$ cat src/rtl/joy_serial_rx.sv
// Arcade joystick shift-chain reader.
// Generates JOY_LOAD / JOY_CLK for an external parallel-in/serial-out chain,
// deserialises JOY_DATA into shadow registers and commits both 12-bit
// active-low joystick words together once per 26-slot frame.
//
// state  | meaning
// -------+-------------------------------------------------------------
// IDLE   | after reset, waiting for the first JOY_CLK rising edge
// LOAD   | slot 0, JOY_LOAD low so the chain captures its inputs
// SETTLE | slot 1, chain output settling, nothing sampled
// SHIFT  | slots 2..25, one bit sampled per slot on the JOY_CLK fall

module joy_serial_rx #(
    parameter int CLK_DIV     = 16,
    parameter int SYNC_STAGES = 2
) (
    input  logic        clk,
    input  logic        reset_n,
    input  logic        JOY_DATA,
    output logic        JOY_CLK,
    output logic        JOY_LOAD,
    output logic [11:0] joystick1,
    output logic [11:0] joystick2,
    output logic        frame_strobe
);

    localparam int              DIV_W     = $clog2(CLK_DIV);
    localparam logic [DIV_W-1:0] DIV_LAST = DIV_W'(CLK_DIV - 1);
    localparam logic [4:0]      SLOT_LAST = 5'd25;

    typedef enum logic [1:0] {
        IDLE   = 2'd0,
        LOAD   = 2'd1,
        SETTLE = 2'd2,
        SHIFT  = 2'd3
    } state_t;

    state_t                 state;
    logic [DIV_W-1:0]       div_cnt;
    logic                   div_warm;
    logic                   div_tc;
    logic                   rise_tick;
    logic                   fall_tick;
    logic [4:0]             slot;
    logic [SYNC_STAGES-1:0] sync_q;
    logic                   data_s;
    logic [11:0]            shadow1;
    logic [11:0]            shadow2;

    // Synchroniser chain on the asynchronous serial input
    always_ff @(posedge clk or negedge reset_n) begin
        if (!reset_n) begin
            sync_q <= '0;
        end else begin
            sync_q <= {sync_q[SYNC_STAGES-2:0], JOY_DATA};
        end
    end

    assign data_s = sync_q[SYNC_STAGES-1];

    // Half-period divider; the first terminal count after reset is swallowed
    // so JOY_CLK spends a full low phase before its first rising edge.
    always_ff @(posedge clk or negedge reset_n) begin
        if (!reset_n) begin
            div_cnt  <= '0;
            div_warm <= 1'b0;
            JOY_CLK  <= 1'b0;
        end else if (div_tc) begin
            div_cnt  <= '0;
            div_warm <= 1'b1;
            if (div_warm) begin
                JOY_CLK <= ~JOY_CLK;
            end
        end else begin
            div_cnt <= div_cnt + 1'b1;
        end
    end

    assign div_tc    = (div_cnt == DIV_LAST);
    assign rise_tick = div_tc & div_warm & ~JOY_CLK;
    assign fall_tick = div_tc & div_warm &  JOY_CLK;

    // Frame sequencer: slot counter, load strobe, bit capture and commit
    always_ff @(posedge clk or negedge reset_n) begin
        if (!reset_n) begin
            state        <= IDLE;
            slot         <= 5'd0;
            JOY_LOAD     <= 1'b1;
            shadow1      <= 12'hFFF;
            shadow2      <= 12'hFFF;
            joystick1    <= 12'hFFF;
            joystick2    <= 12'hFFF;
            frame_strobe <= 1'b0;
        end else begin
            frame_strobe <= 1'b0;
            case (state)
                IDLE: begin
                    if (rise_tick) begin
                        state    <= LOAD;
                        slot     <= 5'd0;
                        JOY_LOAD <= 1'b0;
                    end
                end
                LOAD: begin
                    if (rise_tick) begin
                        state    <= SETTLE;
                        slot     <= 5'd1;
                        JOY_LOAD <= 1'b1;
                    end
                end
                SETTLE: begin
                    if (rise_tick) begin
                        state <= SHIFT;
                        slot  <= 5'd2;
                    end
                end
                SHIFT: begin
                    if (rise_tick) begin
                        if (slot == SLOT_LAST) begin
                            // Commit and the next load pulse share this edge
                            joystick1    <= shadow1;
                            joystick2    <= shadow2;
                            frame_strobe <= 1'b1;
                            state        <= LOAD;
                            slot         <= 5'd0;
                            JOY_LOAD     <= 1'b0;
                        end else begin
                            slot <= slot + 5'd1;
                        end
                    end else if (fall_tick) begin
                        case (slot)
                            5'd2:    shadow1[8]  <= data_s;
                            5'd3:    shadow1[6]  <= data_s;
                            5'd4:    shadow1[5]  <= data_s;
                            5'd5:    shadow1[4]  <= data_s;
                            5'd6:    shadow1[3]  <= data_s;
                            5'd7:    shadow1[2]  <= data_s;
                            5'd8:    shadow1[1]  <= data_s;
                            5'd9:    shadow1[0]  <= data_s;
                            5'd10:   shadow2[8]  <= data_s;
                            5'd11:   shadow2[6]  <= data_s;
                            5'd12:   shadow2[5]  <= data_s;
                            5'd13:   shadow2[4]  <= data_s;
                            5'd14:   shadow2[3]  <= data_s;
                            5'd15:   shadow2[2]  <= data_s;
                            5'd16:   shadow2[1]  <= data_s;
                            5'd17:   shadow2[0]  <= data_s;
                            5'd18:   shadow2[10] <= data_s;
                            5'd19:   shadow2[11] <= data_s;
                            5'd20:   shadow2[9]  <= data_s;
                            5'd21:   shadow2[7]  <= data_s;
                            5'd22:   shadow1[10] <= data_s;
                            5'd23:   shadow1[11] <= data_s;
                            5'd24:   shadow1[9]  <= data_s;
                            5'd25:   shadow1[7]  <= data_s;
                            default: ;
                        endcase
                    end
                end
                default: begin
                    state <= IDLE;
                end
            endcase
        end
    end

endmodule
$ cat config.mk
export PLATFORM = sky130hd
export DESIGN_NAME = joy_serial_rx
export DESIGN_NICKNAME = d
export VERILOG_FILES = /design/src/rtl/joy_serial_rx.sv
export SDC_FILE = /design/constraint.sdc
export NUM_CORES = 1
export LEC_CHECK = 0
export BUFFER_PORTS_ARGS = -buffer_cell sky130_fd_sc_hd__buf_2
export CAP_MARGIN = 10
export CORE_MARGIN = 2
export CORE_UTILIZATION = 54
export CTS_CLUSTER_DIAMETER = 150
export DETAILED_ROUTE_END_ITERATION = 10
export PLACE_DENSITY = 0.74
export SETUP_SLACK_MARGIN = 0.15
export SYNTH_ARGS = -nofsm -noshare
export SYNTH_HDL_FRONTEND = slang
export SYNTH_SLANG_ARGS = --single-unit
$ cat constraint.sdc
create_clock -name clk -period 2.75 [get_ports clk]
set_input_delay 0.4125 -clock clk [delete_from_list [all_inputs] [get_ports clk]]
set_output_delay 0.4125 -clock clk [all_outputs]
set_load 0.005 [all_outputs]
==> metrics.md <==
| Metric | Value |
|---|---|
| Status | `complete, no violations` |
| Grt ovf | `0` |
| DRT Wirelength | `5103 um` |
| Die Y | `between 70 and 80 um` |
| Cts repair resizes | `0` |
| Vias in the first global route | `1787` |
| Root buf cell | `clkbuf_8` |
| Main area contributors after synthesis | `dfstp_2 41%, dfrtp_1 13%, mux2_2 11%, mux2_4 9.2%, ha_1 5.2%` |
| Die area | `6395 um2` |
| Post-synth top area cell | `dfstp_2` |
| Io pins | `30` |
| # nets final | `274` |
| CP Data Arrival Time | `2.42 ns` |
| CP Class | `reg -> reg` |
| Achievable clock frequency | `465.0 MHz` |
| Fin Setup TNS | `0 ns` |
| Final period util | `78.20%` |
| CTS tree | `built` |
| Synthesized area per cell | `13.79 um2` |
| Number of flops mapped to enable cells by yosys | `0` |
| Commonest non-fill, non-tap cell in the layout | `dfstp_2` |
| FF+latch area | `1688 um2` |
| Netlist cell types | `between 40 and 50` |
| Area occupied by multi-input gates | `about 1300 um2` |
| RR Startpoint | `state[0]` |
| Die width | `79.97 um` |
| Inserted Diodes | `0` |
| DPL Wire Length | `~3400 um` |
| Final setup fails | `0` |
| Reg2Reg Depth | `5` |
| Final Non-Filler Cells | `335` |
| Worst hold start | `JOY_DATA` |
| Core Box Area | `5540 um2` |
| Reg2reg setup slack | `0.60 ns` |
| Via/cell ratio | `between 5 and 6` |
| # fillers | `443` |
| Clock Path Buffers | `2` |
| CP Capture Type | `flop` |
| Area post-placement | `3278 um2` |
| Antenna Nets Post-Route | `0` |
| Initial antenna violation count | `0` |
| Via count | `~1800` |
| FF-to-FF End | `shadow2[8]` |
| H-tree depth | `3` |
| Clock Pin Slew Worst Setup and Hold Paths | `0.07 ns` |
| Synth Net Count | `242` |
| Hold endpoint | `sync_q[0]` |
| Max Slew Vio Count | `0` |
| Hold-fix buffers, CTS | `1` |
| Initial DRC Count | `87` |
| GRT Total Usage | `between 15 and 20%` |
| Fin Clk Skew | `0.008243 ns` |
| Commonest non-fill, non-tap cells in the layout | `49 x dfstp_2, 30 x mux2_2, 29 x buf_2` |
| Gate Count Post-Synth | `226` |
| RSZ-0062 raised after global routing | `false` |
| Main synth FF type | `dfstp_2` |
| Crit start category | `flop` |
| Final instance area | `3517 um2` |
| CTS buffer count | `9` |
| Placed cell count | `318` |
| Max stage delay cell, worst path | `nor3_2` |
| Max-cap violations | `0` |
| Top-area cell type share of the netlist area | `around two fifths` |
| CP Buf/Inv Count | `0` |
| Ys async rst share | `100.0%` |
| DR pass1 iterations | `4` |
| Crit-path leading delay family | `simple AND/OR/NAND/NOR gates` |
| Final core occ | `63.48%` |
| Hold/Removal Path Class | `in -> reg` |
| Postcts setup bufs | `0` |
| LEAKAGE | `1.542 nW` |
| Power Density | `542.0 nW/um2` |
| Worst-margin pin slew | `0.6566 ns` |
| WHS | `0.1738 ns` |
| Max-slew headroom | `55.99%` |
| DRC viols | `0` |
| Worst path cell trace | `ha_1 -> nand3_2 -> nor3_2 -> nand3_1 -> mux2_2` |
| Layout cell share with drive strength beyond 1 | `58.94%` |
| Mapped Area | `approximately 3100 um2` |
| Crit-path max FO | `11` |
| Largest vdd supply drop | `279.1 uV` |
| Sequential area share after synthesis | `54.15%` |
| #FFs+latches synth | `65` |
| Hold Vio Cnt, Final | `0` |
| Tmin final | `2.151 ns` |
| Area Overhead vs Synth | `12.85%` |
| Core Rows | `27` |
| First-pass GRT wire length | `between 8000 and 9000 um` |
| Largest net degree at the start of global routing | `30` |
| Synth warn | `0` |
| Biggest cell delay along the critical path | `approximately 0.58 ns` |
| Placer congestion estimate | `0.7189` |
| Worst Path Required | `between 3 and 4 ns` |
| WL per Instance | `15.23 um` |
| Worst-skew pair later-pin latency | `0.35 ns` |
| Initial core utilization | `approximately 56%` |
| Port bufs | `29` |
| Hold Path Stages | `1` |
| CTS sink cnt | `65` |
==> registers in the layout, indices dropped and copies added, names as in the netlist, 2 cells and up <==
register,flops
div_cnt,4
joystick1,12
joystick2,12
shadow1,12
shadow2,12
slot,5
state,2
sync_q,2
==> cells by family after synthesis <==
family	after synthesis	share of synthesized area [%]
flops	65	54.15
mux	49	19.99
simple gates	59	11.16
buf+inv	18	4.215
compound gates	21	4.978
xor+xnor	1	0.2811
fa+ha+maj	13	5.219
==> per-layer routing <==
| metal | up-vias | track usage (%) | wire [um] |
|---|---|---|---|
| met4 | 0 | 6.102 | 29 |
| li1 | 883 | - | - |
| met1 | 907 | 23.42 | 2493 |
| met5 | - | 0 | 0 |
| met3 | 3 | 6.448 | 204 |
| met2 | 35 | 26.50 | 2376 |
==> Yosys cell counts, types with 2 or more instances <==
cell	count
mux2_4	19
nand2b_1	3
nand3_1	10
nor3_2	2
nor2_1	8
inv_1	6
o31ai_1	2
clkbuf_1	5
buf_12	2
nor3_1	3
nand2_2	3
o21ai_0	4
nand4_1	11
a31oi_1	3
buf_6	2
a21oi_1	4
dfstp_2	49
nor2b_1	3
and3_1	5
mux2_2	30
dfrtp_1	16
nor4_1	2
ha_1	13
nand2_1	4
==> report_power, final <==
group	leakage [nW]	total (mW)	switching (mW)	internal [mW]
clock network	0.116	0.919	0.381	0.538
logic	0.716	0.0216	0.0176	0.00407
registers	0.710	0.966	0.00476	0.961
==> how the worst max path moves through the flow <==
stage,end,slack [ns],start,cells past startpoint
2_1_floorplan,state[1],0.84,state[0],7
4_1_cts,joystick2[11],0.63,div_cnt[0],6
5_1_grt,shadow1[4],0.43,state[0],5
6_report,shadow2[8],0.60,state[0],5
3_5_place_dp,shadow2[3],0.64,state[0],5
3_3_place_gp,joystick2[11],0.67,div_cnt[0],6
==> through the flow <==
stage,power (mW),setup slack (ns)
final,1.906,0.5994
after global routing,1.971,0.4345
after CTS,1.928,0.6300
after detailed placement,1.003,0.6362
after global placement,1.003,0.6680
after floorplan,0.9804,0.8367
==> layout make-up <==
| cell class | count | share of cell area, % |
|---|---|---|
| Clock buffer | 10 | 3.913 |
| Sequential cell | 65 | 47.99 |
| Inverter | 6 | 0.6403 |
| Multi-Input combinational cell | 143 | 36.89 |
| Clock inverter | 6 | 2.597 |
| Timing Repair Buffer | 33 | 5.407 |
| Tap cell | 72 | 2.561 |
Power figures use the tool's default switching activity.
